==> config.mk <==
export PLATFORM = sky130hd
export DESIGN_NAME = uart_duty_rx
export DESIGN_NICKNAME = d
export VERILOG_FILES = /design/src/rtl/uart_pkg.sv /design/src/rtl/baud_tick_gen.sv /design/src/rtl/uart_duty_rx.sv
export SDC_FILE = /design/constraint.sdc
export NUM_CORES = 1
export LEC_CHECK = 0
export CAP_MARGIN = 10
export CORE_MARGIN = 3
export CORE_UTILIZATION = 61
export DETAILED_ROUTE_END_ITERATION = 10
export GPL_TIMING_DRIVEN = 0
export PLACE_DENSITY = 0.84
export SLEW_MARGIN = 20
export SYNTH_ARGS = -nofsm -noshare
export SYNTH_HDL_FRONTEND = slang
export SYNTH_SLANG_ARGS = --single-unit
==> constraint.sdc <==
create_clock -name clk -period 5.1 [get_ports clk]
set_input_delay 0.51 -clock clk [delete_from_list [all_inputs] [get_ports clk]]
set_output_delay 0.51 -clock clk [all_outputs]
set_load 0.1 [all_outputs]
==> src/rtl/uart_pkg.sv <==
// Shared definitions for the UART duty-cycle receiver: FSM states, sample
// points within a bit, and the baud divider calculation.
package uart_pkg;

   typedef enum logic [1:0] {
      IDLE  = 2'd0,
      START = 2'd1,
      DATA  = 2'd2,
      STOP  = 2'd3
   } rx_state_t;

   // Sample-counter value at which a bit is sampled: half a bit into the start
   // bit, then one full bit after the previous sample.
   localparam int MID_START = 7;
   localparam int MID_BIT   = 15;

   function automatic int calc_div(input int clk_hz, input int baud, input int oversample);
      return clk_hz / (baud * oversample);
   endfunction

endpackage

==> src/rtl/baud_tick_gen.sv <==
// Free-running oversample tick divider; clr realigns the tick phase to the
// detected start edge.
module baud_tick_gen #(
   parameter int DIV = 65
) (
   input  logic clk,
   input  logic rst_i,
   input  logic clr,
   output logic tick
);

   localparam int            CW   = (DIV > 1) ? $clog2(DIV) : 1;
   localparam logic [CW-1:0] LAST = CW'(DIV - 1);

   logic [CW-1:0] cnt;

   always_ff @(posedge clk or posedge rst_i) begin
      if (rst_i) begin
         cnt <= '0;
      end else if (clr || (cnt == LAST)) begin
         cnt <= '0;
      end else begin
         cnt <= cnt + CW'(1);
      end
   end

   assign tick = (cnt == LAST) && !clr;

endmodule

==> src/rtl/uart_duty_rx.sv <==
// 8N1 UART receiver whose last correctly framed byte is held on duty_o as the
// duty-cycle setting for the downstream PWM stage.
module uart_duty_rx
   import uart_pkg::*;
#(
   parameter int WIDTH      = 8,
   parameter int CLK_HZ     = 10000000,
   parameter int BAUD       = 9600,
   parameter int OVERSAMPLE = 16
) (
   input  logic             clk,
   input  logic             rst_i,
   input  logic             rx_i,
   output logic [WIDTH-1:0] duty_o,
   output logic             duty_valid_o,
   output logic             frame_err_o,
   output logic             busy_o
);

   localparam int DIV = calc_div(CLK_HZ, BAUD, OVERSAMPLE);
   localparam int SW  = (OVERSAMPLE > 1) ? $clog2(OVERSAMPLE) : 1;
   localparam int IW  = (WIDTH > 1) ? $clog2(WIDTH) : 1;

   localparam logic [SW-1:0] SMP_START = SW'(MID_START);
   localparam logic [SW-1:0] SMP_BIT   = SW'(MID_BIT);
   localparam logic [IW-1:0] LAST_BIT  = IW'(WIDTH - 1);

   // Synchroniser and edge-detect flops reset to the idle line level so that
   // leaving reset never looks like a start edge.
   logic sync_meta;
   logic sync_rx;
   logic sync_prev;
   logic rx_fall;

   always_ff @(posedge clk or posedge rst_i) begin
      if (rst_i) begin
         sync_meta <= 1'b1;
         sync_rx   <= 1'b1;
         sync_prev <= 1'b1;
      end else begin
         sync_meta <= rx_i;
         sync_rx   <= sync_meta;
         sync_prev <= sync_rx;
      end
   end

   assign rx_fall = sync_prev & ~sync_rx;

   logic tick;
   logic tick_clr;

   baud_tick_gen #(
      .DIV (DIV)
   ) u_tick (
      .clk   (clk),
      .rst_i (rst_i),
      .clr   (tick_clr),
      .tick  (tick)
   );

   rx_state_t        state,    state_n;
   logic [SW-1:0]    smp_cnt,  smp_cnt_n;
   logic [IW-1:0]    bit_idx,  bit_idx_n;
   logic [WIDTH-1:0] shift,    shift_n;
   logic [WIDTH-1:0] duty,     duty_n;
   logic             valid,    valid_n;
   logic             ferr,     ferr_n;

   always_ff @(posedge clk or posedge rst_i) begin
      if (rst_i) begin
         state   <= IDLE;
         smp_cnt <= '0;
         bit_idx <= '0;
         shift   <= '0;
         duty    <= '0;
         valid   <= 1'b0;
         ferr    <= 1'b0;
      end else begin
         state   <= state_n;
         smp_cnt <= smp_cnt_n;
         bit_idx <= bit_idx_n;
         shift   <= shift_n;
         duty    <= duty_n;
         valid   <= valid_n;
         ferr    <= ferr_n;
      end
   end

   always_comb begin
      state_n   = state;
      smp_cnt_n = smp_cnt;
      bit_idx_n = bit_idx;
      shift_n   = shift;
      duty_n    = duty;
      valid_n   = 1'b0;
      ferr_n    = ferr;
      tick_clr  = 1'b0;

      case (state)
         IDLE: begin
            if (rx_fall) begin
               state_n   = START;
               smp_cnt_n = '0;
               tick_clr  = 1'b1;
            end
         end

         START: begin
            if (tick) begin
               if (smp_cnt == SMP_START) begin
                  // A line already back high at mid-start was only a glitch.
                  if (!sync_rx) begin
                     state_n   = DATA;
                     smp_cnt_n = '0;
                     bit_idx_n = '0;
                  end else begin
                     state_n = IDLE;
                  end
               end else begin
                  smp_cnt_n = smp_cnt + SW'(1);
               end
            end
         end

         DATA: begin
            if (tick) begin
               if (smp_cnt == SMP_BIT) begin
                  shift_n   = {sync_rx, shift[WIDTH-1:1]};
                  smp_cnt_n = '0;
                  if (bit_idx == LAST_BIT) begin
                     state_n = STOP;
                  end else begin
                     bit_idx_n = bit_idx + IW'(1);
                  end
               end else begin
                  smp_cnt_n = smp_cnt + SW'(1);
               end
            end
         end

         STOP: begin
            if (tick) begin
               if (smp_cnt == SMP_BIT) begin
                  smp_cnt_n = '0;
                  state_n   = IDLE;
                  if (sync_rx) begin
                     duty_n  = shift;
                     valid_n = 1'b1;
                     ferr_n  = 1'b0;
                  end else begin
                     ferr_n = 1'b1;
                  end
               end else begin
                  smp_cnt_n = smp_cnt + SW'(1);
               end
            end
         end

         default: begin
            state_n = IDLE;
         end
      endcase
   end

   assign duty_o       = duty;
   assign duty_valid_o = valid;
   assign frame_err_o  = ferr;
   assign busy_o       = (state != IDLE);

endmodule

# Word level (Yosys, flattened, before mapping)
# Index checks and enable logic that the tools add are counted.
# W data, S select, Z words.
# word_totals
elab_cells	80
in_bits	3
out_inout_bits	11
regBits	37
# classes
muxes	32
n_reduce_logical	13
addsub	3
n_eq_ne	19
n_bitwise	2
# ops
cell	n
$mux W4	6
$ne A2 B2 Y1 const B	10
$mux W2	9
$mux W3	6
$pmux W4 S3	1
$pmux W2 S4	1
$reduce_and A4 Y1	2
$reduce_and A8 Y1	1
$add A7 B1 Y7 const B	1
$eq A7 B7 Y1 const B	1
$mux W1	7
$mux W7	1
$reduce_and A7 Y1	1
$pmux W3 S2	1
$reduce_and A3 Y1	2
$add A4 B1 Y4 const B	1
$eq A2 B2 Y1 const B	2
$eq A4 B3 Y1 const B	1
$eq A4 B4 Y1 const B	1
$reduce_bool A2 Y1	2
$add A3 B1 Y3 const B	1
$eq A3 B3 Y1 const B	1
$ne A3 B3 Y1 const B	1
$eq A2 B1 Y1 const B	1
other kinds (8)	8

# Depth between registers and ports, before layout
# Gate-level depths: netlist (run 1).
# logic_depth
ltp_word	8
ltp_mapped	6
ltp_nobuf	6

# Cells and area by module
# Synthesis (run 1) repeated with hierarchy kept, for this count alone.
# hier_totals
cells_unflattened	133
hier_area_um2	1676.6
# modules_own_cells
mod	cells_per_inst	instances	area_per_inst_um2
uart_duty_rx	97	1	1322.5
baud_tick_gen	36	1	354.1

# Least setup slack after synthesis (run 1)
# No wires, ideal clock.
# synth_path
kind	reg-to-reg
start	register u_tick.cnt[3]
end	register duty[0], in the netlist duty_o[0]
setup_slack_ps	3152
stages_incl_launch_ff	6
t_required_ps	4975
t_arrival_ps	1823
period_less_slack_ps	1948
n_path_buf	1
path_cell_list	dfrtp_1 > nor4_4 > nand3_4 > or4_4 > buf_6 > mux2_4
# synth_between
elab_chain_len	3
# synth_lines
item	line_no	rtl
start: declaration	baud_tick_gen.sv:15	logic [CW-1:0] cnt;
start signal: assignment	baud_tick_gen.sv:23	cnt <= cnt + CW'(1);
$eq A7 B7 Y1	baud_tick_gen.sv:27	assign tick = (cnt == LAST) && !clr;
$logic_and A1 B1 Y1	baud_tick_gen.sv:27	
$reduce_and A4 Y1 (no source line)	--	
end signal: assignment	uart_duty_rx.sv:83	duty <= duty_n;
end: declaration	uart_duty_rx.sv:65	logic [WIDTH-1:0] duty, duty_n;
# No other way between the ends.
# A chain may end at the register's enable or synchronous reset.

==> qor.yml, run 1 <==
status:
  outcome: "complete, no violations"
setup_path:
  path_depth: 3
  path_cells: "clkbuf_1 > or2_2 > clkdlybuf4s50_1"
  cpPeakStageDelay_ns: 1.12
  crit_type: "reg -> out"
  critPathRequiredTime_ns: 4.59
  slowest_stage: "clkdlybuf4s50_1"
  path_buf_inv: 2
  crit_end: "busy_o"
  reg2reg_from: "smp_cnt[0]"
  r2r-end: "bit_idx[1]"
  reg2regPathDepth: 5
  crit_path_max_fanout: 10
  cp-end-kind: "output port"
  critical_path_arrival_ns: 2.39
  critPathTopFamily: "buffers and inverters"
  rrSetupSlack_ns: 2.96
  crit_path_start_kind: "flop"
die:
  num_io_pins: 14
  die_x_um: 59.3
  rows: 18
  die-area_um2: 3510
  die_y_um: 59.3
  core_area_um2: 2590
  initial_core_util_pct: 66.9
layout:
  fin_util_pct: 75.3
  layout-drive-gt1-share_pct: 27.6
  area_delta_synth_final_pct: 12.6
  n_fill_cell: 166
  final_nets: 163
  antenna_cells: 0
synth:
  ys_top_cells_by_area: "dfrtp_1 (49%), mux2_2 (9.8%), mux2_4 (6.9%), dfstp_2 (4.6%), ha_1 (3.6%)"
  synth_area_leader_cell: "dfrtp_1"
  syn_avg_cell_area_um2: 12.8
  syn_inst: 135
  synth_top_area_share_pct: 49.1
  yosysSeqAreaShare_pct: 53.7
  netlist_area_um2: 1730
  syn-num-nets: 143
  ys_types: 40
  ys_warn_count: 0
  synth-seq-cells: 37
detailed_routing:
  route.detailed.drc: 0
  vias: 1101
  routed.top_layer: "met4"
  met3_length_um: 95
  firstDrtPassIters: 4
  drtIter0Drc: 33
  viasPerCell: 5.92
  wl_per_cell_um: 15.6
  met2_wirelength_mm: 1.48
  wl_met1_mm: 1.23
  drtAntennaViolNets: 0
  drt-total-wl_mm: 2.89
sta:
  drv_slew: 0
  rsz0062_at_grt: "no"
  period_share_pct: 56.9
  worstMarginPinSlew_ns: 1.02
  slew_headroom_pct: 31.9
  hold_violations: 0
  period_needed_ns: 2.90
  skew_ns: 0.00696
  tns_ns: 0
  finalSetupViolCount: 0
  fmax_mhz: 345
cts:
  clkTransAtPathRegs_ns: 0.10
  cts_setup_buffers: 0
  cts_root_buf: "clkbuf_4"
  cts_buffers: 5
  clk_latency_ns: 0.33
  clkSinkCount: 37
  cts_tree: "done"
  cts_buffer_depth: 2
  hold_buffers: 0
  cts_max_level: 2
  ctsResizeCount: 0
global_route:
  grt_pass1_vias: 1166
  grt_usage_pct: 20.0
  grt_max_degree: 38
  grt_pass1_wl_mm: 5.20
  grt_overflow: 0
  antenna_found_initial: 0
placed_design:
  dp_hpwl_mm: 2.07
  port_buffers: 13
  gp_congestion: 0.781
run:
  max_cap_viol_count: 0
power:
  peakVddDrop_mv: 0.376
  power_density_nw_per_um2: 370
  power.leakage_nw: 0.936
min_path:
  min_from: "sync_meta"
  hold_path_class: "reg -> reg"
## registers in the layout, indices dropped and copies added (netlist names), named ones only
name,cells
duty_o,8
shift,8
u_tick.cnt,7
smp_cnt,4
bit_idx,3
duty_valid_o,1
frame_err_o,1
state,1
sync_meta,1
sync_prev,1
sync_rx,1
## worst min-delay path by stage
stage                   end  cells after the start
floorplan           sync_rx                      0
global placement    sync_rx                      0
detailed placement  sync_rx                      0
CTS                 sync_rx                      0
global route        sync_rx                      0
finish              sync_rx                      0
## report_power, final
part	switching (mW)	internal (mW)
Combinational	0.117	0.0864
Sequential	0.0434	0.330
Clock	0.0895	0.0537
Total	0.250	0.470
## synth_stat cells
library cell  number
mux2i_1            1
nor2b_1            2
o21ai_0            2
nor3_2             1
inv_1              5
and3_2             2
buf_2              1
xnor2_1            3
a32o_1             2
a21oi_1            2
or4_4              1
nand3b_1           1
mux2_2            15
nor3_1             1
clkbuf_1           2
and3_1             3
o2111ai_1          1
a22oi_1            1
ha_1               5
xor2_1             2
nand2b_1           1
nand4b_1           2
a21boi_0           1
mux2_4             8
or4_1              1
buf_6              1
nand3_1            5
nor4_4             1
a21o_1             1
nor3b_1            1
nand3_4            1
dfrtp_1           34
or2_2              1
nor2_1            12
or3_2              1
nand2_1            5
o31ai_1            1
or3_1              1
a22o_1             1
dfstp_2            3
## final cells by class
type	instances	area [µm²]	share of cell area, %
clock buffers	7	45.0	2.31
flip-flops and latches	37	930	47.7
plain buffers	4	23.8	1.22
clock inverters	1	5.00	0.257
multi-input cells	89	759	39.0
inverters	5	18.8	0.963
well taps	30	37.5	1.93
repair buffers	13	130	6.68
## per-stage QoR
stage | setup slack, ns | hold slack, ns | std cells | area (µm²) | total power [mW]
after detailed placement | 2.54 | 0.353 | 178 | 1900 | 0.581
after floorplan | 3.15 | 0.345 | 135 | 1730 | 0.538
after global placement | 2.59 | 0.346 | 178 | 1900 | 0.569
final | 2.20 | 0.367 | 186 | 1950 | 0.721
after global routing | 2.09 | 0.374 | 186 | 1950 | 0.768
after CTS | 2.17 | 0.368 | 186 | 1950 | 0.727
## cells by family (layout without fill, tap and decap cells)
logic type,after synthesis,after routing,share of synthesized area (%)
adder cells (fa/ha/maj),5,5,3.61
AND/OR/NAND/NOR,43,43,15.4
AO/OA/AOI/OAI,12,12,5.06
buffers and inverters,9,30,2.46
flip-flops,37,37,53.7
XOR/XNOR,5,5,2.53
multiplexers,24,24,17.3
## layer usage
layer	up-vias	track usage, %
met5	-	0
met4	0	10.0
met3	10	4.79
met2	23	33.1
met1	549	24.3
li1	519	-
## cells in the final DEF, fill, tap and decap left out, drive strengths merged, types with 3 or more instances in the layout
cell	n
dfrtp	34
ha	5
clkbuf	9
dfstp	3
xnor2	3
inv	5
and3	5
nand3	6
nand2	5
mux2	23
nor2	12
clkdlybuf4s50	13
(Power assumes the default switching activity.)
==> inputs of run 2 (changes only) <==
Settings changed: CORE_UTILIZATION 61 to 56, PLACE_DENSITY 0.84 to 0.78.
Clock period 5.1 ns to 3 ns, I/O delays scaled along.
==> qor.yml, run 2 (same netlist as run 1, synthesis figures left out) <==
cts:
  clk_latency_ns: 0.35  # was 0.33 ns
  cts_buffers: 5  # unchanged
  hold_buffers: 0  # unchanged
  clkSinkCount: 37  # unchanged
  cts_root_buf: "clkbuf_4"  # unchanged
  clkTransAtPathRegs_ns: 0.10  # about the same
  ctsResizeCount: 0  # unchanged
  cts_buffer_depth: 2  # unchanged
  cts_tree: "done"  # unchanged
  cts_setup_buffers: 0  # unchanged
  cts_max_level: 2  # unchanged
die:
  initial_core_util_pct: 60.7  # was 66.9%
  rows: 19  # was 18
  die_x_um: 61.6  # was 59.3 µm
  num_io_pins: 14  # unchanged
  core_area_um2: 2850  # was 2590 µm²
  die_y_um: 61.6  # was 59.3 µm
  die-area_um2: 3800  # was 3510 µm²
detailed_routing:
  wl_per_cell_um: 15.0  # was 15.6 µm
  firstDrtPassIters: 4  # unchanged
  viasPerCell: 5.63  # was 5.92
  drt-total-wl_mm: 2.80  # was 2.89 mm
  drtIter0Drc: 30  # was 33
  route.detailed.drc: 0  # unchanged
  vias: 1052  # was 1101
  drtAntennaViolNets: 0  # unchanged
placed_design:
  gp_congestion: 0.787  # was 0.781
  dpl_worst_slack_ns: 0.695  # was 2.54 ns
  port_buffers: 13  # unchanged
  dp_hpwl_mm: 1.93  # was 2.07 mm
layout:
  final_nets: 163  # unchanged
  antenna_cells: 0  # unchanged
  layout-drive-gt1-share_pct: 27.6  # unchanged
  area_delta_synth_final_pct: 13.2  # was 12.6%
  fin_util_pct: 68.7  # was 75.3%
  layout_commonest_cell: "dfrtp_1"  # unchanged
  layout_common_cells: "dfrtp_1 (34), mux2_2 (15), clkdlybuf4s50_1 (13)"  # unchanged
sta:
  hold_violations: 0  # unchanged
  period_needed_ns: 2.69
  worstMarginPinSlew_ns: 0.967  # was 1.02 ns
  drv_slew: 0  # unchanged
  slew_headroom_pct: 35.3  # was 31.9%
  setup_ws_ns: 0.313  # was 2.20 ns
  rsz0062_at_grt: "no"  # unchanged
  fmax_mhz: 372
  skew_ns: 0.0111  # was 0.00696 ns
  period_share_pct: 89.6
  tns_ns: 0  # unchanged
  finalSetupViolCount: 0  # unchanged
min_path:
  min_from: "rx_i"  # was sync_meta
  hold_path_class: "in -> reg"  # was reg -> reg
power:
  p_clk_share_pct: 22.1  # was 19.9%
  power_density_nw_per_um2: 641  # was 370 nW/µm²
  power_frac_comb_pct: 27.3  # was 28.3%
  power.leakage_nw: 0.940  # was 0.936 nW
  peakVddDrop_mv: 0.425  # was 0.376 mV
  switchingPower_mw: 0.432  # was 0.250 mW
  netSwitchingFraction_pct: 34.4  # was 34.7%
  power_mw: 1.26  # was 0.721 mW
  p_int_mw: 0.824  # was 0.470 mW
  seq_power_share_pct: 50.6  # was 51.8%
setup_path:
  reg2regPathDepth: 5  # unchanged
  crit_path_max_fanout: 10  # unchanged
  cp-end-kind: "output port"  # unchanged
  r2r-end: "bit_idx[0]"  # was bit_idx[1]
  critPathRequiredTime_ns: 2.70  # was 4.59 ns
  critical_path_arrival_ns: 2.39  # about the same
  crit_type: "reg -> out"  # unchanged
  reg2reg_from: "smp_cnt[0]"  # unchanged
  crit_path_start_kind: "flop"  # unchanged
  crit_end: "busy_o"  # unchanged
  rrSetupSlack_ns: 0.86  # was 2.96 ns
global_route:
  grt_pass1_wl_mm: 4.76  # was 5.20 mm
  grt_max_degree: 38  # unchanged
  antenna_found_initial: 0  # unchanged
  grt_usage_pct: 18.0  # was 20.0%
  grt_pass1_vias: 1031  # was 1166
  grt_overflow: 0  # unchanged
status:
  outcome: "complete, no violations"  # unchanged
run:
  max_cap_viol_count: 0  # unchanged
run 2: worst min-delay path by stage:
stage	to	depth (start not counted)
3_3_place_gp	sync_rx	0
3_5_place_dp	sync_rx	0
5_1_grt	sync_meta	1
2_1_floorplan	sync_meta	0
6_report	sync_meta	1
4_1_cts	sync_meta	1
run 2: area by class of cell:
type	count	area, µm²
Buffer	4	23.8
Timing Repair Buffer	13	130
Clock buffer	8	58.8
Fill cell	208	893
Tap cell	31	38.8
Multi-Input combinational cell	89	759
Inverter	5	18.8
Sequential cell	37	930
run 2: through the flow:
step	area, µm²	hold WS (ns)	cells
after floorplan	1730	0.304	135
after global placement	1900	0.346	179
after detailed placement	1900	0.349	179
after CTS	1960	0.332	187
after global routing	1960	0.317	187
final	1960	0.353	187
run 2: power groups by stage:
stage	sequential (mW)	clock (mW)	combinational, mW
6_report	0.636	0.277	0.343
5_1_grt	0.645	0.308	0.391
4_1_cts	0.635	0.288	0.347
3_5_place_dp	0.645	0	0.345
3_3_place_gp	0.638	0	0.329
2_1_floorplan	0.628	0	0.286
run 2: routing by layer:
metal / global-route usage [%] / share of wire (%) / vias to the layer above
li1: - / - / 523
met1: 23.6 / 48 / 501
met2: 25.9 / 46 / 22
met3: 6.29 / 4.1 / 6
met4: 10.0 / 2.5 / 0
met5: 0 / 0 / -
run 2: critical path: stages (launching register included):
cell	delay [ns]
dfrtp_1	0.43
clkbuf_1	0.32
or2_2	0.17
clkdlybuf4s50_1	1.12
==> inputs of run 3 (changes only) <==
Settings changed: CORE_UTILIZATION 56 to 61, PLACE_DENSITY 0.78 to 0.84.
Clock period 3 ns to 3.3 ns, I/O delays scaled along.
==> results of run 3 <==
Same layout as run 1 (identical final DEF). Status: complete, no violations.
Main changes from that run: setup slack after placement 2.54 ns -> 0.924 ns; setup slack after layout 2.20 ns -> 0.579 ns; register-to-register setup slack 2.96 ns -> 1.16 ns; total power 0.721 mW -> 1.11 mW; worst IR drop on VDD 0.376 mV -> 0.581 mV
